### src/rtl/div_block.sv
// div_block: iterative unsigned restoring divider, one quotient bit per clock.
// A start is taken whenever no division is running; the result registers hold
// their value until the next accepted start replaces it.
module div_block #(
  parameter int WIDTH = 64
) (
  input  logic             clk,
  input  logic             rst,
  input  logic             start,
  input  logic [WIDTH-1:0] dividend,
  input  logic [WIDTH-1:0] divisor,
  output logic             busy,
  output logic             done,
  output logic [WIDTH-1:0] quotient,
  output logic [WIDTH-1:0] remainder,
  output logic             div_by_zero
);

  localparam int CNT_W = (WIDTH > 1) ? $clog2(WIDTH) : 1;
  localparam logic [CNT_W-1:0] LAST_STEP = CNT_W'(WIDTH - 1);

  typedef enum logic [1:0] {
    IDLE = 2'd0,
    RUN  = 2'd1,
    DONE = 2'd2
  } state_t;

  state_t           state;
  state_t           state_nxt;
  logic [CNT_W-1:0] cnt;

  // Working registers. The partial remainder is always smaller than the
  // divisor after a step, so its extra top bit is always zero and is not
  // stored; the trial difference keeps the full WIDTH+1 bits.
  logic [WIDTH-1:0] q_reg;
  logic [WIDTH-1:0] d_reg;
  logic [WIDTH-1:0] r_reg;

  logic [WIDTH:0]   trial;
  logic [WIDTH:0]   diff;
  logic [WIDTH-1:0] q_step;
  logic [WIDTH-1:0] r_step;

  logic             accept;
  logic             finish;
  logic             zero_div;

  assign zero_div = (divisor == '0);

  // Trial subtract: keep the difference when it is non-negative, else restore.
  always_comb begin
    trial = {r_reg, q_reg[WIDTH-1]};
    diff  = trial - {1'b0, d_reg};
    if (!diff[WIDTH]) begin
      r_step = diff[WIDTH-1:0];
      q_step = {q_reg[WIDTH-2:0], 1'b1};
    end else begin
      r_step = trial[WIDTH-1:0];
      q_step = {q_reg[WIDTH-2:0], 1'b0};
    end
  end

  // Next-state and handshake decode.
  always_comb begin
    state_nxt = state;
    busy      = 1'b0;
    done      = 1'b0;
    accept    = 1'b0;
    finish    = 1'b0;
    case (state)
      IDLE: begin
        if (start) begin
          accept    = 1'b1;
          state_nxt = zero_div ? DONE : RUN;
        end
      end
      RUN: begin
        busy = 1'b1;
        if (cnt == LAST_STEP) begin
          finish    = 1'b1;
          state_nxt = DONE;
        end
      end
      DONE: begin
        done = 1'b1;
        if (start) begin
          accept    = 1'b1;
          state_nxt = zero_div ? DONE : RUN;
        end else begin
          state_nxt = IDLE;
        end
      end
      default: state_nxt = IDLE;
    endcase
  end

  // State register.
  always_ff @(posedge clk or negedge rst) begin
    if (!rst) begin
      state <= IDLE;
    end else begin
      state <= state_nxt;
    end
  end

  // Operand capture and iteration; needs no reset since it is reloaded on every accept.
  always_ff @(posedge clk) begin
    if (accept) begin
      q_reg <= dividend;
      d_reg <= divisor;
      r_reg <= '0;
    end else if (state == RUN) begin
      q_reg <= q_step;
      r_reg <= r_step;
    end
  end

  // Step counter and result registers.
  always_ff @(posedge clk or negedge rst) begin
    if (!rst) begin
      cnt         <= '0;
      quotient    <= '0;
      remainder   <= '0;
      div_by_zero <= 1'b0;
    end else begin
      if (accept) begin
        cnt <= '0;
      end else if (state == RUN) begin
        cnt <= cnt + CNT_W'(1);
      end

      if (accept && zero_div) begin
        quotient    <= '1;
        remainder   <= dividend;
        div_by_zero <= 1'b1;
      end else if (accept) begin
        div_by_zero <= 1'b0;
      end else if (finish) begin
        quotient    <= q_step;
        remainder   <= r_step;
        div_by_zero <= 1'b0;
      end
    end
  end

endmodule
### config.mk
export PLATFORM = sky130hd
export DESIGN_NAME = div_block
export DESIGN_NICKNAME = d
export VERILOG_FILES = /design/src/rtl/div_block.sv
export SDC_FILE = /design/constraint.sdc
export NUM_CORES = 1
export LEC_CHECK = 0
export CORE_ASPECT_RATIO = 2
export CORE_MARGIN = 5
export CORE_UTILIZATION = 49
export DETAILED_ROUTE_END_ITERATION = 8
export PLACE_DENSITY = 0.76
export SYNTH_ARGS = -nofsm -noshare
export SYNTH_HDL_FRONTEND = slang
export SYNTH_SLANG_ARGS = --single-unit
export TNS_END_PERCENT = 20
### constraint.sdc
create_clock -name clk -period 3.19 [get_ports clk]
set_input_delay 0.4785 -clock clk [delete_from_list [all_inputs] [get_ports clk]]
set_output_delay 0.4785 -clock clk [all_outputs]
set_load 0.02 [all_outputs]
==> results.md <==
* Max-slew violations at 0
* Crit share post-route at 99.9%
* Crit path capture type: flop
* Post-synth EDFFs at 128
* Relative slew margins at 38.9%
* Startpoint Class: flop
* Max H-tree Level at 1
* Largest family of logic cells by synthesized area: compound AO/OA/AOI/OAI gates
* WP data arrival at 3.62 ns
* Final GP Congestion at 0.968
* Synth cell count leaders: nand2_1, o21ai_0, dfrtp_1, edfxtp_1, a21oi_1
* Total chip power at 22.6 mW
* DRT iter0 DRCs at 1272
* Max-Cap Viols at 0
* Register bit total from synthesis at 329
* Row cnt at 96
* Hold Path Class: input port to asynchronous set/reset pin
* Hold WS at -0.0153 ns
* Clock transition at path regs at 0.07 ns
* First-pass GRT wire length at 86.1 mm
* Die Wd at 141 um
* Pwr Density at 974 nW/um^2
* Setup repair after global routing missed its margin: yes
* Area leader, netlist: edfxtp_1
* Post-synthesis mux area share at 0.474%
* Failing checks: hold timing
* Clock Latency Late Sink at 0.57 ns
* I/O pins at 262
* Most frequent cell after synthesis: nand2_1
* Post-route DRC at 0
* Most frequent CP cell: buf_4
* Worst R2R Path Depth at 16
* # hold bufs at CTS at 0
* Pin count of the biggest net entering global routing at 98
* Leak at 9.85 nW
* Async SR Flop Fraction at 41.6%
* Final HPWL DP at 43.4 mm
* Routed len/inst at 21.0 um
* CTS tree: done
* Grt ovf at 0
* Syn-to-layout area delta at 37.0%
* Mapped Area at 16900 sq um
* Compound-Gate Fraction of Synth Area at 19.7%
* Maximum clock insertion buffer count at 3
* XOR/XNOR Fraction of Synth Area at 3.30%
* Routed WL at 57.3 mm
* Worst slew pin tran at 0.916 ns
* Syn_area_per_cell at 9.11 sq um
* Clk sinks at 329
* Starting Density at 49.4%
* Die area at 38600 sq um
* CP max FO at 3
* Max VDD drop at 0.586 mV
* Max incr delay on CP at 0.38 ns
* DRT antenna net count at 0
* Setup-failing EPs final at 0
* Crit Path Class: flop to flop
* Net Count, Synth at 2053
* Final worst setup slack at 0.00465 ns
* Mapped Cells at 1856
* Top post-synthesis cells by area: edfxtp_1, dfrtp_1, nand2_1
* Simple-Gate Fraction of Synth Area at 16.4%
* Vias in the first global route at 15800
* Synth top area share at 22.7%
* TritonCTS Buffers at 28
* Hold Fails Final Rpt at 8
* Fin Clk Skew at 0.0138 ns
* Filler cell count at 2771
* Prevailing post-synth register cell: dfrtp_1
* Worst Path Required at 3.63 ns
* Antenna violations before repair at 3
* Die H at 273 um
* Pre-CTS setup slack at -0.286 ns
* Cell chain of the critical path: inv_2 > ha_1 > buf_4 > a221oi_2 > buf_4 > a211oi_2 > o211ai_1 > buf_4 > a21boi_2 > nor3_2 > buf_4 > o211ai_1 > buf_4 > a221oi_2 > xor2_1 > o21ai_1
* Sequential share of the synthesized area at 50.6%
* DR pass1 iterations at 9
* Gr usage total at 28.2%
* Distinct cells, synth at 72
* Post-synthesis adder-cell area fraction at 4.93%
* Core area at 34200 sq um
* Slowest CP cell: edfxtp_1
* Peak Freq at 314 MHz
* Via density at 5.78
* Status: finished, violations left
* Yosys warnings at 0
* Layout cells sized above 1 at 17.8%
* Input/output buffers at 261
* Final nets at 2461
* Via count at 15800
* Root buffer cell: clkbuf_16
* Final min period at 3.19 ns
==> power by group <==
group	leakage [nW]	switching, mW	internal (mW)
Clock	0.477	1.59	1.98
Sequential	3.43	1.22	5.84
Combinational	5.94	6.48	5.47
==> per-layer routing <==
layer	GRT usage (%)	up-vias	wire (um)
li1	-	7403	-
met1	34.3	7469	21400
met2	50.1	753	29400
met3	2.52	155	3620
met4	13.0	0	2870
met5	0	-	0
==> kinds of logic after synthesis <==
group,Yosys count
buffers and inverters,192
muxes,8
DFF,329
adders and majority gates,66
xor gates and xnor gates,62
and+or+nand+nor,656
AOI/OAI and AO/OA,543
==> final timing paths <==
check,startpoint,end,slack [ns]
max in group asynchronous,rst,remainder[16]$_DFFE_PN0P_,2.42
min in group clk,q_reg[20]$_DFFE_PP_,quotient[21]$_DFFE_PN0P_,0.47
hold / removal,rst,remainder[26]$_DFFE_PN0P_,-0.02
setup reg to reg,d_reg[4]$_DFFE_PP_,remainder[55]$_DFFE_PN0P_,0.005
setup / recovery,d_reg[4]$_DFFE_PP_,remainder[55]$_DFFE_PN0P_,0.005
hold reg to reg,q_reg[20]$_DFFE_PP_,quotient[21]$_DFFE_PN0P_,0.47
==> stage by stage <==
step / utilization (%) / TNS, ns / cell area (sq um) / hold WS (ns) / cells
6_report: 67.7 / 0 / 23200 / -0.0153 / 2730
5_1_grt: 67.7 / -2.48 / 23200 / 0.0698 / 2730
4_1_cts: 65.4 / -0.00831 / 22400 / 0.0166 / 2709
3_5_place_dp: 62.2 / -7.90 / 21300 / 0.453 / 2653
3_3_place_gp: 62.2 / -4.52 / 21300 / 0.449 / 2653
2_1_floorplan: - / 0 / 16900 / 0.183 / 1856
==> timing repair <==
| item | 4_1_cts | 5_1_grt |
|---|---|---|
| gates cloned | 1 | 3 |
| pin swaps | 10 | 39 |
| buffers inserted | 3 | 16 |
| setup endpoints to repair | 124 | 129 |
| gates resized for setup | 23 | 130 |
==> area by class of cell <==
cell class / instances / area [sq um] / share of cell area, %
diodes: 3 / 7.51 / 0.0324
flip-flops and latches: 329 / 8560 / 37.0
multi-input cells: 1336 / 8270 / 35.7
repair buffers: 483 / 4490 / 19.4
inverters: 86 / 325 / 1.40
well taps: 441 / 552 / 2.38
clock buffers: 36 / 813 / 3.51
clock inverters: 16 / 149 / 0.643
==> cell usage in the layout (no fill, tap or decap), types with 23 or more instances in the layout <==
cell,netlist,final
a21o_1,26,26
a21oi_1,115,79
a21oi_2,0,30
a22oi_1,51,51
buf_4,1,200
clkbuf_16,0,32
clkdlybuf4s50_1,0,260
dfrtp_1,137,137
dfxtp_1,64,55
edfxtp_1,128,128
ha_1,65,43
inv_1,86,74
nand2_1,457,454
nand4_1,25,25
nor2_1,79,75
nor4_1,23,23
o21ai_0,168,158
o21ai_1,62,67
xnor2_1,34,34
xor2_1,26,26
==> worst max-delay path, delay by kind of cell, from the launching register on <==
| kind | cells | cell delay (ns) |
|---|---|---|
| AOI/OAI and AO/OA | 7 | 0.97 |
| buffers and inverters | 6 | 0.88 |
| DFF | 1 | 0.38 |
| xor gates and xnor gates | 1 | 0.32 |
| and+or+nand+nor | 1 | 0.27 |
| adders and majority gates | 1 | 0.24 |
(Power assumes the default switching activity.)
